[config.mk]
export PLATFORM = sky130hd
export DESIGN_NAME = uart_tx
export DESIGN_NICKNAME = d
export VERILOG_FILES = /design/src/rtl/uart_pkg.sv /design/src/rtl/uart_baud_gen.sv /design/src/rtl/uart_tx.sv
export SDC_FILE = /design/constraint.sdc
export NUM_CORES = 1
export LEC_CHECK = 0
export CORE_MARGIN = 4
export CORE_UTILIZATION = 59
export DETAILED_ROUTE_END_ITERATION = 6
export PLACE_DENSITY = 0.95
export SETUP_SLACK_MARGIN = 0.2
export SYNTH_ARGS = -nofsm -noshare
export SYNTH_HDL_FRONTEND = slang
export SYNTH_SLANG_ARGS = --single-unit
export TNS_END_PERCENT = 50
[constraint.sdc]
create_clock -name clk_i -period 7.7 [get_ports clk_i]
set_input_delay 1.155 -clock clk_i [delete_from_list [all_inputs] [get_ports clk_i]]
set_output_delay 1.155 -clock clk_i [all_outputs]
set_load 0.005 [all_outputs]
[src/rtl/uart_pkg.sv]
`default_nettype none
// +----------------------------------------------------------------------+
// | Module   : uart_pkg                                                  |
// | Brief    : Shared UART types and line-level constants.               |
// | Revision : 1.0 - initial release                                     |
// +----------------------------------------------------------------------+
package uart_pkg;

  // Transmitter frame states; TX_PARITY is only reachable when the
  // parity feature is compiled in.
  typedef enum logic [2:0] {
    TX_IDLE   = 3'd0,
    TX_START  = 3'd1,
    TX_DATA   = 3'd2,
    TX_PARITY = 3'd3,
    TX_STOP   = 3'd4
  } uart_tx_state_t;

  localparam logic UART_IDLE_LEVEL  = 1'b1;
  localparam logic UART_START_LEVEL = 1'b0;

endpackage : uart_pkg
`default_nettype wire

[src/rtl/uart_baud_gen.sv]
`default_nettype none
// +----------------------------------------------------------------------+
// | Module   : uart_baud_gen                                             |
// | Brief    : Loadable bit-period down-counter. tick_o marks the last   |
// |            clock of a bit period; tick_next_o is the same flag one   |
// |            cycle early so callers can build registered end strobes.  |
// | Revision : 1.0 - initial release                                     |
// +----------------------------------------------------------------------+
module uart_baud_gen #(
  parameter int DIV_W = 16
) (
  input  logic             clk_i,
  input  logic             rstn_i,
  input  logic             load_i,
  input  logic [DIV_W-1:0] div_i,
  output logic             tick_o,
  output logic             tick_next_o
);

  logic [DIV_W-1:0] cnt_q;
  logic [DIV_W-1:0] cnt_d;

  // Reload on a bit boundary, otherwise count down and park at zero.
  always_comb begin
    cnt_d = cnt_q;
    if (load_i) begin
      cnt_d = div_i;
    end else if (cnt_q != '0) begin
      cnt_d = cnt_q - 1'b1;
    end
  end

  // Counter register with synchronous active-low reset.
  always_ff @(posedge clk_i) begin
    if (!rstn_i) begin
      cnt_q <= '0;
    end else begin
      cnt_q <= cnt_d;
    end
  end

  assign tick_o      = (cnt_q == '0);
  assign tick_next_o = (cnt_d == '0);

endmodule : uart_baud_gen
`default_nettype wire

[src/rtl/uart_tx.sv]
`default_nettype none
// +----------------------------------------------------------------------+
// | Module   : uart_tx                                                   |
// | Brief    : UART transmit serializer fed by a first-word-fall-through |
// |            FIFO. Frames: start, DATA_W bits LSB first, optional      |
// |            parity, one or two stop bits. Frames run back-to-back     |
// |            while data is available.                                  |
// | Options  : define UART_TX_PARITY_EN to compile in the parity bit.    |
// | Revision : 1.0 - initial release                                     |
// +----------------------------------------------------------------------+
module uart_tx
  import uart_pkg::*;
#(
  parameter int DATA_W = 8,
  parameter int DIV_W  = 16
) (
  input  logic              clk_i,
  input  logic              rstn_i,
  input  logic              en_i,
  input  logic [DIV_W-1:0]  baud_div_i,
  input  logic              stop2_i,
  input  logic              parity_en_i,
  input  logic              parity_odd_i,
  input  logic              fifo_empty_i,
  input  logic [DATA_W-1:0] fifo_rdata_i,
  output logic              fifo_pop_o,
  output logic              tx_o,
  output logic              busy_o,
  output logic              done_o
);

  // Bit counter is 3 bits wide because DATA_W never exceeds 8.
  localparam logic [2:0] LAST_BIT = 3'(DATA_W - 1);

  uart_tx_state_t    state_q,   state_d;
  logic [DATA_W-1:0] shift_q,   shift_d;
  logic [2:0]        bit_cnt_q, bit_cnt_d;
  logic              stop_cnt_q, stop_cnt_d;
  logic [DIV_W-1:0]  div_q,     div_d;
  logic              stop2_q,   stop2_d;
  logic              tx_q,      tx_d;
  logic              busy_q,    busy_d;
  logic              pop_q,     pop_d;
  logic              done_q,    done_d;

`ifdef UART_TX_PARITY_EN
  logic              par_en_q,  par_en_d;
  logic              par_bit_q, par_bit_d;
`else
  // Parity controls have no effect in this build.
  logic              unused_parity;
  assign unused_parity = parity_en_i ^ parity_odd_i;
`endif

  logic              start_ok;
  logic              start_frame;
  logic              load_w;
  logic [DIV_W-1:0]  load_val_w;
  logic              tick_w;
  logic              tick_next_w;

  assign start_ok = en_i & ~fifo_empty_i;

  uart_baud_gen #(
    .DIV_W (DIV_W)
  ) u_baud_gen (
    .clk_i       (clk_i),
    .rstn_i      (rstn_i),
    .load_i      (load_w),
    .div_i       (load_val_w),
    .tick_o      (tick_w),
    .tick_next_o (tick_next_w)
  );

  // Next-state, line level and frame bookkeeping; a new frame may start
  // from IDLE or directly from the last stop cycle.
  always_comb begin
    state_d     = state_q;
    shift_d     = shift_q;
    bit_cnt_d   = bit_cnt_q;
    stop_cnt_d  = stop_cnt_q;
    div_d       = div_q;
    stop2_d     = stop2_q;
    tx_d        = tx_q;
    busy_d      = busy_q;
    pop_d       = 1'b0;
    load_w      = 1'b0;
    load_val_w  = div_q;
    start_frame = 1'b0;
`ifdef UART_TX_PARITY_EN
    par_en_d    = par_en_q;
    par_bit_d   = par_bit_q;
`endif

    case (state_q)
      TX_IDLE: begin
        tx_d   = UART_IDLE_LEVEL;
        busy_d = 1'b0;
        if (start_ok) begin
          start_frame = 1'b1;
        end
      end

      TX_START: begin
        if (tick_w) begin
          state_d = TX_DATA;
          tx_d    = shift_q[0];
          load_w  = 1'b1;
        end
      end

      TX_DATA: begin
        if (tick_w) begin
          load_w = 1'b1;
          if (bit_cnt_q == LAST_BIT) begin
`ifdef UART_TX_PARITY_EN
            if (par_en_q) begin
              state_d = TX_PARITY;
              tx_d    = par_bit_q;
            end else begin
              state_d = TX_STOP;
              tx_d    = UART_IDLE_LEVEL;
            end
`else
            state_d = TX_STOP;
            tx_d    = UART_IDLE_LEVEL;
`endif
          end else begin
            bit_cnt_d = bit_cnt_q + 3'd1;
            shift_d   = shift_q >> 1;
            tx_d      = shift_q[1];
          end
        end
      end

`ifdef UART_TX_PARITY_EN
      TX_PARITY: begin
        if (tick_w) begin
          state_d = TX_STOP;
          tx_d    = UART_IDLE_LEVEL;
          load_w  = 1'b1;
        end
      end
`endif

      TX_STOP: begin
        if (tick_w) begin
          if (stop2_q && !stop_cnt_q) begin
            stop_cnt_d = 1'b1;
            load_w     = 1'b1;
          end else if (start_ok) begin
            start_frame = 1'b1;
          end else begin
            state_d = TX_IDLE;
            tx_d    = UART_IDLE_LEVEL;
            busy_d  = 1'b0;
          end
        end
      end

      default: begin
        state_d = TX_IDLE;
        tx_d    = UART_IDLE_LEVEL;
        busy_d  = 1'b0;
      end
    endcase

    // Frame launch: capture the FIFO head and all per-frame settings.
    if (start_frame) begin
      state_d    = TX_START;
      shift_d    = fifo_rdata_i;
      bit_cnt_d  = 3'd0;
      stop_cnt_d = 1'b0;
      div_d      = baud_div_i;
      stop2_d    = stop2_i;
      tx_d       = UART_START_LEVEL;
      busy_d     = 1'b1;
      pop_d      = 1'b1;
      load_w     = 1'b1;
      load_val_w = baud_div_i;
`ifdef UART_TX_PARITY_EN
      par_en_d   = parity_en_i;
      par_bit_d  = (^fifo_rdata_i) ^ parity_odd_i;
`endif
    end
  end

  // done_o is registered, so it is raised on the edge that enters the
  // final cycle of the last stop bit.
  always_comb begin
    done_d = (state_d == TX_STOP) && (!stop2_q || stop_cnt_d) && tick_next_w;
  end

  // State and datapath registers.
  always_ff @(posedge clk_i) begin
    if (!rstn_i) begin
      state_q    <= TX_IDLE;
      shift_q    <= '0;
      bit_cnt_q  <= 3'd0;
      stop_cnt_q <= 1'b0;
      div_q      <= '0;
      stop2_q    <= 1'b0;
      tx_q       <= UART_IDLE_LEVEL;
      busy_q     <= 1'b0;
      pop_q      <= 1'b0;
      done_q     <= 1'b0;
    end else begin
      state_q    <= state_d;
      shift_q    <= shift_d;
      bit_cnt_q  <= bit_cnt_d;
      stop_cnt_q <= stop_cnt_d;
      div_q      <= div_d;
      stop2_q    <= stop2_d;
      tx_q       <= tx_d;
      busy_q     <= busy_d;
      pop_q      <= pop_d;
      done_q     <= done_d;
    end
  end

`ifdef UART_TX_PARITY_EN
  // Per-frame parity settings captured at frame start.
  always_ff @(posedge clk_i) begin
    if (!rstn_i) begin
      par_en_q  <= 1'b0;
      par_bit_q <= 1'b0;
    end else begin
      par_en_q  <= par_en_d;
      par_bit_q <= par_bit_d;
    end
  end
`endif

  assign fifo_pop_o = pop_q;
  assign tx_o       = tx_q;
  assign busy_o     = busy_q;
  assign done_o     = done_q;

endmodule : uart_tx
`default_nettype wire

# Word level (Yosys, flattened, before mapping)
# Cells that the tools add are included.
[word_totals]
regBits = 52
in_bits = 31
out_inout_bits = 4
wordCells = 89
[op_classes]
addsub = 2
n_eq_ne = 12
n_mux = 42
bitwise = 4
reduce_logical = 18
[ops]
columns = ["cell", "count"]
rows = [
  ["2-to-1 mux 16 bit", 3],
  ["logical NOT 16 bit", 2],
  ["2-to-1 mux 8 bit", 4],
  ["2-to-1 mux 1 bit", 23],
  ["2-to-1 mux 3 bit", 7],
  ["nonzero test 16 bit", 1],
  ["subtractor 16 x 1 -> 16 bit (second input constant)", 1],
  ["!= test 3 bit (second input constant)", 5],
  ["case mux 3 bit (4 select lines)", 1],
  ["equality test 3 bit (second input constant)", 3],
  ["case mux 1 bit (2 select lines)", 3],
  ["AND reduction 3 bit", 2],
  ["AND reduction 5 bit", 1],
  ["AND reduction 4 bit", 1],
  ["nonzero test 2 bit", 2],
  ["OR reduction 2 bit", 2],
  ["adder 3 x 1 -> 3 bit (second input constant)", 1],
  ["equality test 3 x 1 -> 1 bit (second input constant)", 1],
  ["equality test 3 x 2 -> 1 bit (second input constant)", 1],
  ["logical AND 1 bit", 3],
  ["logical NOT 3 bit", 1],
  ["NOT 1 bit", 3],
  ["case mux 1 bit (3 select lines)", 1],
  ["logical NOT 1 bit", 2],
  ["4 further kinds", 4],
]

# Logic depth before layout (Yosys ltp)
[logic_depth]
depth_word = 10
depth_mapped = 12
ltp_nobuf = 9

# Modules after synthesis
# Synthesis repeated with hierarchy kept, for this count alone.
[hier_totals]
hier_cells = 342
hier_area_um2 = 2810.2
[modules_own_cells]
columns = ["module", "instances", "cells_each", "area_each_um2", "seq_area_each_um2"]
rows = [
  ["uart_tx", 1, 206, 1721.7, 720.7],
  ["uart_baud_gen", 1, 136, 1088.5, 320.3],
]

# Least setup slack after synthesis
# OpenSTA, ideal clock, no wires.
[synth_path]
path_kind = "input -> register"
startpoint = "input fifo_empty_i"
endpoint = "register done_q (netlist: done_o)"
setup_ns = 0.088
arrival_ns = 3.103
required_ns = 7.612
setup_slack_ns = 4.509
cell_stages = 7
path_buffers = 1
path_cell_list = "nor4b_4 -> and2_1 -> o32a_1 -> clkbuf_1 -> a22oi_1 -> or4_1 -> nor4_2"
[synth_via]
elab_chain_cells = 10
elab_cells_between_ends = 20
cone_classes = "1 x eq/ne; 13 x mux; 2 x bitwise; 4 x reduce/logical"
[synth_rtl]
columns = ["element", "line", "source"]
rows = [
  ["from (decl)", "uart_tx.sv:24", "input logic fifo_empty_i,"],
  ["NOT 1 bit *", "uart_tx.sv:62", "assign start_ok = en_i & ~fifo_empty_i;"],
  ["bitwise AND 1 bit *", "uart_tx.sv:62", ""],
  ["2-to-1 mux 1 bit or 2-to-1 mux 3 bit (tied branches)", "uart_tx.sv:99, uart_tx.sv:151", ""],
  ["2-to-1 mux 1 bit or 2-to-1 mux 3 bit (tied branches)", "uart_tx.sv:148", "if (stop2_q && !stop_cnt_q) begin"],
  ["2-to-1 mux 1 bit or 2-to-1 mux 3 bit (tied branches)", "uart_tx.sv:147", "if (tick_w) begin"],
  ["case mux 1 bit (2 select lines) or case mux 3 bit (4 select lines) (tied branches)", "uart_tx.sv:95", "case (state_q)"],
  ["2-to-1 mux 16 bit (tied with other cells)", "--", ""],
  ["2-to-1 mux 16 bit (tied with other cells)", "uart_baud_gen.sv:26", "if (load_i) begin"],
  ["logical NOT 16 bit or logical AND 1 bit (tied branches)", "uart_baud_gen.sv:43, uart_tx.sv:191", ""],
  ["logical AND 1 bit *", "uart_tx.sv:191", "done_d = (state_d == TX_STOP) && (!stop2_q || stop_cnt_d) && tick_next_w;"],
  ["to (signal assigned)", "uart_tx.sv:217", "done_q <= done_d;"],
  ["to (decl)", "uart_tx.sv:44", "logic done_q, done_d;"],
]
# Every way passes the cells marked *; elsewhere a longest branch is shown, timed or not.
# A chain may end at the register's enable or synchronous reset.

# Worst setup path in the final report
# Same ends and word-level chain as after synthesis.

==> impl_metrics.csv <==
group,metric,value,unit
grt,grt.overflow.total,0,
clock_network,htreeDepth,2,
synth,syn_inst,280,
timing,worst-slew-pin-transition,946,ps
grt,grt_max_degree,43,
timing,setup_violations,0,
timing,slew-limit-headroom,0.369,
placed_design,placed_area,0.00292,mm2
timing,rsz0062_at_grt,"no",
grt,antenna_found_initial,0,
clock_network,root_buffer,"clkbuf_8",
floorplanning,start_util,0.629,
pwr,p_leak,1.24,nW
synth,yosys-top-cells-area,"dfxtp_1 40%, mux2i_1 8.9%, nor2b_1 3.9%, nand2_1 3.5%, and2_1 2.9%",
synth,async_flop_share,0,
synth,ys_ff_latch,52,
synth,syn_area_per_cell,9.25,um2
timing,drv_slew,0,
route,drc_errors,0,
route,wl_met1,2440,um
floorplanning,dieHeight,74.2,um
critical_path,required,7940,ps
floorplanning,std_cell_rows,23,
critical_path,path_class,"in -> reg",
floorplanning,die_area,0.00551,mm2
finish,drive_above_1_share,0.0714,
clock_network,cts_buffers,5,
critical_path,crit_top_cell,"mux2i_1",
critical_path,crit_arrival,4090,ps
clock_network,clk_latency,320,ps
hold_path,worstHoldPathType,"reg -> reg",
timing,finalSetupTns,0,ps
timing,skew,7.85,ps
finish,fin_area,0.00303,mm2
synth,synth_largest_area_cell,"dfxtp_1",
route,wire_per_inst,15.6,um
placed_design,hpwl,3950,um
critical_path,end_kind,"register",
pwr,power_density,328,mW/mm2
placed_design,place.gp.congestion,0.849,
synth,synth.distinct_cells,50,
critical_path,path_buf_inv,1,
route,ant_nets,0,
clock_network,post_cts_buffers,0,
timing,fin_crit_sh,0.500,
grt,grt_pass1_wl,9290,um
run,cap_violations,0,
clock_network,clkSlewWorstSetupHoldPaths,90,ps
clock_network,cts_tree,"yes",
grt,track_usage,0.218,
critical_path,cp_top_family,"simple AND/OR/NAND/NOR gates",
critical_path,startpoint_type,"input pin",
placed_design,portBuffers,32,
finish,num-nets-final,342,
synth,yosysSeqAreaShare,0.402,
critical_path,crit_fanout,25,
finish,most-common-layout-cells,"52 x dfxtp_1, 32 x clkdlybuf4s50_1, 24 x nand2_1, 23 x mux2i_1, 20 x nor2_1",
route,dr_wl_met3,410,um
route,top_layer,"met4",
timing,fmax,260,MHz
route,vias,2152,
floorplanning,core-area,0.00412,mm2
route,first_pass_iters,5,
synth,mappedNetlistNets,315,
finish,final_common_cell,"dfxtp_1",
synth,synthFlopType,"dfxtp_1",
clock_network,clockBufferDepth,2,
pwr,peakVddDrop,0.000151,V
clock_network,cts_hold_buf,0,
clock_network,cts.sinks,52,
outcome,status,"finished, final reports clean",
route,dr_wl_met2,2600,um
synth,yosysTopAreaCellShare,0.402,
critical_path,critPathMaxStageDelay,770,ps
timing,report.final.hold_viol_count,0,
floorplanning,boundaryPins,35,
synth,synth_edf_count,0,
timing,finalCriticalPeriod,3850,ps
grt,grt_pass1_vias,2050,
route,routed_wl,5590,um
synth,synth_area,0.00259,mm2
floorplanning,die_x,74.2,um
clock_network,post_cts_resized,0,
synth,synth-warning-count,0,
finish,diodes,0,
finish,finalCoreUtilization,0.736,
critical_path,crit_chain,"clkdlybuf4s50_1 > nor4b_4 > and2_1 > a31oi_4 > mux2i_1 > mux2i_1 > or4_1 > nor4_2",
route,drtIter0Drc,225,
finish,areaGrowthSynthToFinish,17.0,%
critical_path,cp_slowest_cell,"a31oi_4",
route,vias_per_cell,6.01,
[layout make-up]
class                           count  area [um2]
Clock buffer                        5        68.8
Clock inverter                      3        42.5
Fill cell                         313        1090
Inverter                            5        18.8
Multi-Input combinational cell    208        1450
Sequential cell                    52        1040
Tap cell                           50        62.6
Timing Repair Buffer               35         343
[Yosys cell counts (all sizes together) (2+ instances only)]
master / n
dfxtp: 52
nand2: 24
mux2i: 23
nor2: 20
nor2b: 16
and2: 12
a21oi: 11
nor4: 11
clkbuf: 10
a21boi: 8
xnor2: 8
nor3: 7
a22oi: 6
o21ai: 6
or4: 6
xor2: 6
buf: 5
inv: 5
ha: 4
nand2b: 4
nand3: 4
mux2: 3
a31oi: 2
and4: 2
nand4: 2
nor4b: 2
o211a: 2
o211ai: 2
o21a: 2
[final timing paths]
path	slack (ps)	endpoint	startpoint	cells after the start
min reg2reg	460	shift_q[4]	shift_q[4]	2
min	460	shift_q[4]	shift_q[4]	2
max reg2reg	4150	done_o	u_baud_gen.cnt_q[0]	9
max	3850	done_o	fifo_empty_i	8
[flip-flops by register name (all words and copies together) (netlist names)]
register / flops
tx_o: 1
bit_cnt_q: 3
stop2_q: 1
u_baud_gen.cnt_q: 16
stop_cnt_q: 1
fifo_pop_o: 1
state_q: 3
div_q: 16
busy_o: 1
shift_q: 8
done_o: 1
[cells by family after synthesis]
family / Yosys count / share of synthesized area
xor gates and xnor gates: 14 / 0.0474
DFF: 52 / 0.402
muxes: 26 / 0.102
AOI/OAI and AO/OA: 48 / 0.136
adders and majority gates: 4 / 0.0193
and+or+nand+nor: 116 / 0.256
buffers and inverters: 20 / 0.0372
[stage by stage]
step / instances / hold WS, ps / setup slack [ps] / power [mW]
detailed placement: 350 / 451 / 3500 / 0.801
CTS: 358 / 466 / 3820 / 0.992
finish: 358 / 464 / 3850 / 0.994
floorplan: 280 / 435 / 4510 / 0.704
global route: 358 / 477 / 3680 / 1.06
global placement: 350 / 443 / 3550 / 0.772
[power by group]
part | leakage, nW | total [mW] | switching [mW] | internal, mW
Combinational | 0.761 | 0.446 | 0.248 | 0.198
Sequential | 0.425 | 0.361 | 0.0436 | 0.317
Clock | 0.0541 | 0.188 | 0.0918 | 0.0962
Total | 1.24 | 0.994 | 0.384 | 0.611
[worst register-to-register path: stages (launching register included)]
cell and delay (ps):
dfxtp_1 360, inv_1 80, ha_1 200, nor3b_1 150, and4_1 470, a31oi_4 900
mux2i_1 360, mux2i_1 130, or4_1 560, nor4_2 260
[per-layer routing]
| metal | up-vias | track usage |
|---|---|---|
| li1 | 1053 | - |
| met5 | - | 0 |
| met4 | 0 | 0.107 |
| met3 | 17 | 0.0514 |
| met2 | 86 | 0.347 |
| met1 | 996 | 0.278 |
Power figures use the tool's default switching activity.
